===== src/rtl/led_pkg.sv =====
// led_pkg -- shared definitions for the LED shift scheduler.
//   LED_WIDTH : bits per LED word, shifted MSB first
//   state_t   : scheduler FSM encoding (IDLE / SHIFT / DONE)
//   arb_pick  : round-robin winner select for the two requesters
package led_pkg;

  localparam int LED_WIDTH = 16;

  typedef enum logic [1:0] {
    ST_IDLE  = 2'd0,
    ST_SHIFT = 2'd1,
    ST_DONE  = 2'd2
  } state_t;

  // Returns the winning requester index. A lone requester always wins;
  // with both requesting, prio names the requester not served last.
  function automatic logic arb_pick(input logic [1:0] req, input logic prio);
    return req[1] & (~req[0] | prio);
  endfunction

endpackage


===== src/rtl/led_sclk_gen.sv =====
// led_sclk_gen -- serial shift-clock generator for the LED chain.
// Each bit is 2*DIV clk cycles: led_clk low for DIV cycles, then high for
// DIV cycles. All state clears while run is low, so led_clk idles low.
// Ports:
//   clk          in   system clock
//   rst          in   asynchronous active-low reset
//   run          in   high while a word is being shifted
//   led_clk      out  registered shift clock
//   shift_strobe out  one cycle before a high->low led_clk transition (bit end)
//   last_bit     out  the bit currently on the line is the final one
module led_sclk_gen
  import led_pkg::*;
#(
  parameter int DIV = 4
) (
  input  logic clk,
  input  logic rst,
  input  logic run,
  output logic led_clk,
  output logic shift_strobe,
  output logic last_bit
);

  localparam int BIT_W = $clog2(LED_WIDTH);

  logic [7:0]       half_cnt;
  logic [BIT_W-1:0] bit_cnt;
  logic             half_end;

  assign half_end     = run && (half_cnt == 8'(DIV - 1));
  assign shift_strobe = half_end && led_clk;
  assign last_bit     = (bit_cnt == BIT_W'(LED_WIDTH - 1));

  always_ff @(posedge clk or negedge rst) begin
    if (!rst) begin
      half_cnt <= '0;
      bit_cnt  <= '0;
      led_clk  <= 1'b0;
    end else if (!run) begin
      half_cnt <= '0;
      bit_cnt  <= '0;
      led_clk  <= 1'b0;
    end else if (half_end) begin
      half_cnt <= '0;
      led_clk  <= ~led_clk;
      // A bit ends on the falling edge; the counter wraps after the last bit.
      if (led_clk) bit_cnt <= bit_cnt + BIT_W'(1);
    end else begin
      half_cnt <= half_cnt + 8'd1;
    end
  end

endmodule


===== src/rtl/led_shift_sched.sv =====
// led_shift_sched -- two-requester round-robin scheduler that shifts a
// 16-bit LED word out serially (MSB first) with a divided shift clock.
// Optional feature macro: LED_REFRESH_EN -- when defined, the last
// transmitted word is retransmitted (no ack) after REFRESH_CYC consecutive
// idle cycles with no request. Ports are identical in both builds.
// Ports:
//   clk      in   system clock, rising edge
//   rst      in   asynchronous active-low reset
//   req[1:0] in   level requests, held until ack
//   data0    in   requester 0 LED word
//   data1    in   requester 1 LED word
//   ack[1:0] out  one-cycle completion pulse to the granted requester
//   busy     out  high in SHIFT and DONE
//   led_clk  out  registered serial shift clock
//   led_d    out  registered serial data
module led_shift_sched
  import led_pkg::*;
#(
  parameter int DIV         = 4,
  parameter int REFRESH_CYC = 1000000
) (
  input  logic        clk,
  input  logic        rst,
  input  logic [1:0]  req,
  input  logic [15:0] data0,
  input  logic [15:0] data1,
  output logic [1:0]  ack,
  output logic        busy,
  output logic        led_clk,
  output logic        led_d
);

  state_t               state, state_nxt;
  logic [LED_WIDTH-1:0] shreg;
  logic [LED_WIDTH-1:0] data_win;
  logic [LED_WIDTH-1:0] start_word;
  logic                 req_any;
  logic                 win_id;
  logic                 prio;
  logic                 grant_id;
  logic                 start;
  logic                 run;
  logic                 shift_strobe;
  logic                 last_bit;
  logic                 refresh_due;
  logic                 is_refresh;

  assign req_any  = |req;
  assign win_id   = arb_pick(req, prio);
  assign data_win = win_id ? data1 : data0;
  assign run      = (state == ST_SHIFT);
  assign start    = (state == ST_IDLE) && (state_nxt == ST_SHIFT);
  // The line always shows the top of the shift register.
  assign led_d    = shreg[LED_WIDTH-1];

`ifdef LED_REFRESH_EN
  localparam int IDLE_W = $clog2(REFRESH_CYC + 1);

  logic [IDLE_W-1:0]    idle_cnt;
  logic [LED_WIDTH-1:0] last_word;

  // A real request always takes precedence over an expiring refresh.
  assign refresh_due = (state == ST_IDLE) && !req_any &&
                       (idle_cnt == IDLE_W'(REFRESH_CYC - 1));
  assign start_word  = req_any ? data_win : last_word;

  always_ff @(posedge clk or negedge rst) begin
    if (!rst) begin
      idle_cnt   <= '0;
      last_word  <= '0;
      is_refresh <= 1'b0;
    end else begin
      if ((state == ST_IDLE) && !start) idle_cnt <= idle_cnt + IDLE_W'(1);
      else                              idle_cnt <= '0;
      if (start) begin
        last_word  <= start_word;
        is_refresh <= !req_any;
      end
    end
  end
`else
  localparam int unused_refresh_cyc = REFRESH_CYC;

  assign refresh_due = 1'b0;
  assign is_refresh  = 1'b0;
  assign start_word  = data_win;
`endif

  led_sclk_gen #(
    .DIV (DIV)
  ) u_sclk (
    .clk          (clk),
    .rst          (rst),
    .run          (run),
    .led_clk      (led_clk),
    .shift_strobe (shift_strobe),
    .last_bit     (last_bit)
  );

  // ---- state register ----
  always_ff @(posedge clk or negedge rst) begin
    if (!rst) state <= ST_IDLE;
    else      state <= state_nxt;
  end

  // ---- next-state logic ----
  always_comb begin
    state_nxt = state;
    case (state)
      ST_IDLE:  if (req_any || refresh_due)     state_nxt = ST_SHIFT;
      ST_SHIFT: if (shift_strobe && last_bit)   state_nxt = ST_DONE;
      ST_DONE:                                  state_nxt = ST_IDLE;
      default:                                  state_nxt = ST_IDLE;
    endcase
  end

  // ---- outputs ----
  always_comb begin
    busy = (state != ST_IDLE);
    ack  = 2'b00;
    if ((state == ST_DONE) && !is_refresh) ack = grant_id ? 2'b10 : 2'b01;
  end

  // ---- word capture, shifting and arbitration history ----
  always_ff @(posedge clk or negedge rst) begin
    if (!rst) begin
      shreg    <= '0;
      grant_id <= 1'b0;
      prio     <= 1'b0;
    end else if (start) begin
      shreg <= start_word;
      // Refresh transfers leave the round-robin history untouched.
      if (req_any) begin
        grant_id <= win_id;
        prio     <= ~win_id;
      end
    end else if (shift_strobe) begin
      shreg <= {shreg[LED_WIDTH-2:0], 1'b0};
    end
  end

endmodule


===== config.mk =====
export PLATFORM = sky130hd
export DESIGN_NAME = led_shift_sched
export DESIGN_NICKNAME = d
export VERILOG_FILES = /design/src/rtl/led_pkg.sv /design/src/rtl/led_sclk_gen.sv /design/src/rtl/led_shift_sched.sv
export SDC_FILE = /design/constraint.sdc
export NUM_CORES = 1
export LEC_CHECK = 0
export ABC_AREA = 1
export BUFFER_PORTS_ARGS = -buffer_cell sky130_fd_sc_hd__buf_2
export CAP_MARGIN = 20
export CORE_UTILIZATION = 38
export CTS_BUF_LIST = sky130_fd_sc_hd__clkbuf_8
export CTS_CLUSTER_SIZE = 24
export DETAILED_ROUTE_END_ITERATION = 8
export HOLD_SLACK_MARGIN = 0.12
export MAX_ROUTING_LAYER = met4
export PLACE_DENSITY = 0.66
export REMOVE_ABC_BUFFERS = 1
export SLEW_MARGIN = 20
export SYNTH_ARGS = -nofsm -noshare
export SYNTH_HDL_FRONTEND = slang
export SYNTH_SLANG_ARGS = --single-unit

===== constraint.sdc =====
create_clock -name clk -period 1.3 [get_ports clk]
set_input_delay 0 -clock clk [delete_from_list [all_inputs] [get_ports clk]]
set_output_delay 0 -clock clk [all_outputs]
set_load 0.01 [all_outputs]

==> summary.md <==
| Metric | Value |
|---|---|
| Clock Skews | `6.18 ps` |
| Relative slew margins | `70.9%` |
| CTS tree | `done` |
| Total area of sequential cells | `826 um^2` |
| Final worst-path cycle share | `99.9%` |
| Diodes inserted | `0` |
| Area Overhead vs Synth | `30.5%` |
| Global-route wire length before repair | `7.35 mm` |
| Final Wtd Congestion | `0.766` |
| Sequential area share after synthesis | `41.4%` |
| Tmin final | `1300 ps` |
| Status | `completed` |
| Nets | `390` |
| Commonest non-fill, non-tap cell in the layout | `nand2_1` |
| Critical Path RT | `1460 ps` |
| Worst slew pin tran | `436 ps` |
| Top-area cell type share of the netlist area | `41.4%` |
| Leak | `1.53 nW` |
| Clock sink count | `33` |
| Final hold vios | `0` |
| Share of cells above drive strength 1 | `23.2%` |
| Fmax | `770 MHz` |
| Post-placement setup slack | `-13.2 ps` |
| CORE AREA | `0.00507 mm^2` |
| Clk buf depth | `2` |
| Clk_lat worst skew | `280 ps` |
| Worst Setup Start Kind | `register` |
| Detail Route Antenna Nets | `0` |
| RSZ-0062 raised after global routing | `true` |
| Die Wd | `74.5 um` |
| Most frequent cells in the layout | `93 x nand2_1, 54 x nand3_1, 46 x inv_1, 40 x buf_2, 33 x dfrtp_1` |
| Post-placement cell count | `403` |
| Worst setup path category | `register to register` |
| Largest net degree at the start of global routing | `34` |
| Post-Syn Area per Cell | `6.96 um^2` |
| Post-Route WL | `4.18 mm` |
| Via count | `1903` |
| Synth warn | `0` |
| Number of H-tree levels | `2` |
| Vias in the first global route | `1753` |
| Root Buffer | `clkbuf_8` |
| Crit path capture type | `register` |
| Yosys cell types | `22` |
| Starting DRT DRC Count | `75` |
| Hold Slack | `117 ps` |
| GRT overflow | `0` |
| IO buf count | `40` |
| Reg clk slew, reported paths | `70 ps` |
| TritonRoute pass-1 iters | `4` |
| Post-synthesis register bit count | `33` |
| Antenna violations before repair | `0` |
| CTS Buf Count | `5` |
| CP arrival | `1460 ps` |
| DIE AREA | `0.00555 mm^2` |
| Synth top area cells | `dfrtp_1 41%, nand2_1 18%, nand3_1 14%` |
| Die Y | `74.5 um` |
| Slew Limit Fails | `0` |
| Final Util | `51.3%` |
| Residual DRC | `0` |
| Max-Cap Viols | `0` |
| Hold WC Path Type | `primary input to register` |
| Pwr dens | `783 mW/mm^2` |
| Crit path max fanout | `6` |
| Starting Density | `39.3%` |
| Setup WS post-layout | `1.17 ps` |
| Synth Cell Area | `0.00200 mm^2` |
| FILL cells | `516` |
| IO Pins | `41` |
| Final setup fails | `0` |
| Syn Inst Count | `287` |
| Pwr Total | `0.00204 W` |
| Worst VDD drop | `0.000318 V` |
| Area of the multi-input gates | `958 um^2` |
| Placement Rows | `26` |
| Hpwl dp | `2.91 mm` |
| Final std cells w/o fill | `423` |
| Area leader, netlist | `dfrtp_1` |
| Total GRT Usage | `17.8%` |
| DR vias/cell | `4.50` |
| Avg WL per Cell | `9.89 um` |
==> where the power goes <==
group / total, W / switching [W] / internal (W)
clock: 0.000723 / 0.000367 / 0.000357
sequential: 0.00108 / 0.0000176 / 0.00106
combinational: 0.000241 / 0.000126 / 0.000116
total: 0.00204 / 0.000510 / 0.00153
==> Yosys cell counts, drive strengths merged <==
library cell,count
dfrtp,33
nor3b,2
nand2,98
o21bai,1
o21a,1
ha,2
a21oi,3
nand3,55
nor2,22
inv,46
buf,11
nor3,7
o21ai,5
xor2,1
==> registers in the layout, indices dropped and copies added (netlist names) <==
name and cells:
u_sclk.led_clk 1, shreg 16, u_sclk.bit_cnt 4, u_sclk.half_cnt 8, state 2, prio 1
grant_id 1
==> per-stage QoR <==
stage,instance area (um^2),TNS (ps)
6_report,2610,0
5_1_grt,2610,-1570
4_1_cts,2560,0
3_5_place_dp,2360,-72.5
3_3_place_gp,2360,0
2_1_floorplan,1920,-2060
==> final timing paths <==
check | from | endpoint | slack, ps | cells past startpoint
max | u_sclk.half_cnt[5] | state[0] | 1 | 6
min | data0[4] | shreg[4] | 120 | 7
max reg2reg | u_sclk.half_cnt[5] | state[0] | 1 | 6
min reg2reg | prio | prio | 500 | 1
max in group asynchronous | rst | shreg[7] | 700 | 3
min in group asynchronous | rst | grant_id | 280 | 3
==> routing by layer <==
layer  vias up  wire [um]  GRT usage [%]
li1       1013          -              -
met1       844       2010           22.4
met2        40       1980           29.0
met3         6        154           4.07
met4         0         39           4.40
met5         -          0              -
==> critical path, cell delays in order (launching register included) <==
cell,delay [ps]
dfrtp_1,380
nor2_1,110
nand2_1,100
nor2_4,170
nand2_1,160
o21ai_0,190
nand2_1,70
==> repair_timing <==
action,CTS,global route
pin swaps,0,3
endpoints found under the hold margin,40,0
hold buffers,9,0
buffers inserted,1,2
endpoints found under the setup margin,17,24
resized for setup,5,8
==> area by class of cell <==
cell class | count | share of cell area (%)
Sequential cell | 33 | 31.7
Clock buffer | 5 | 2.64
Inverter | 46 | 6.72
Clock inverter | 3 | 0.432
Tap cell | 70 | 3.36
Timing Repair Buffer | 69 | 18.3
Multi-Input combinational cell | 197 | 36.8
==> logic make-up (layout without fill, tap and decap cells) <==
group	count (synthesis)	in the layout	share of synthesized area, %
simple gates	184	184	41.5
flops	33	33	41.4
fa+ha+maj	2	2	1.25
buf+inv	57	123	12.7
compound gates	10	10	2.76
xor+xnor	1	1	0.439
Power figures use the tool's default switching activity.
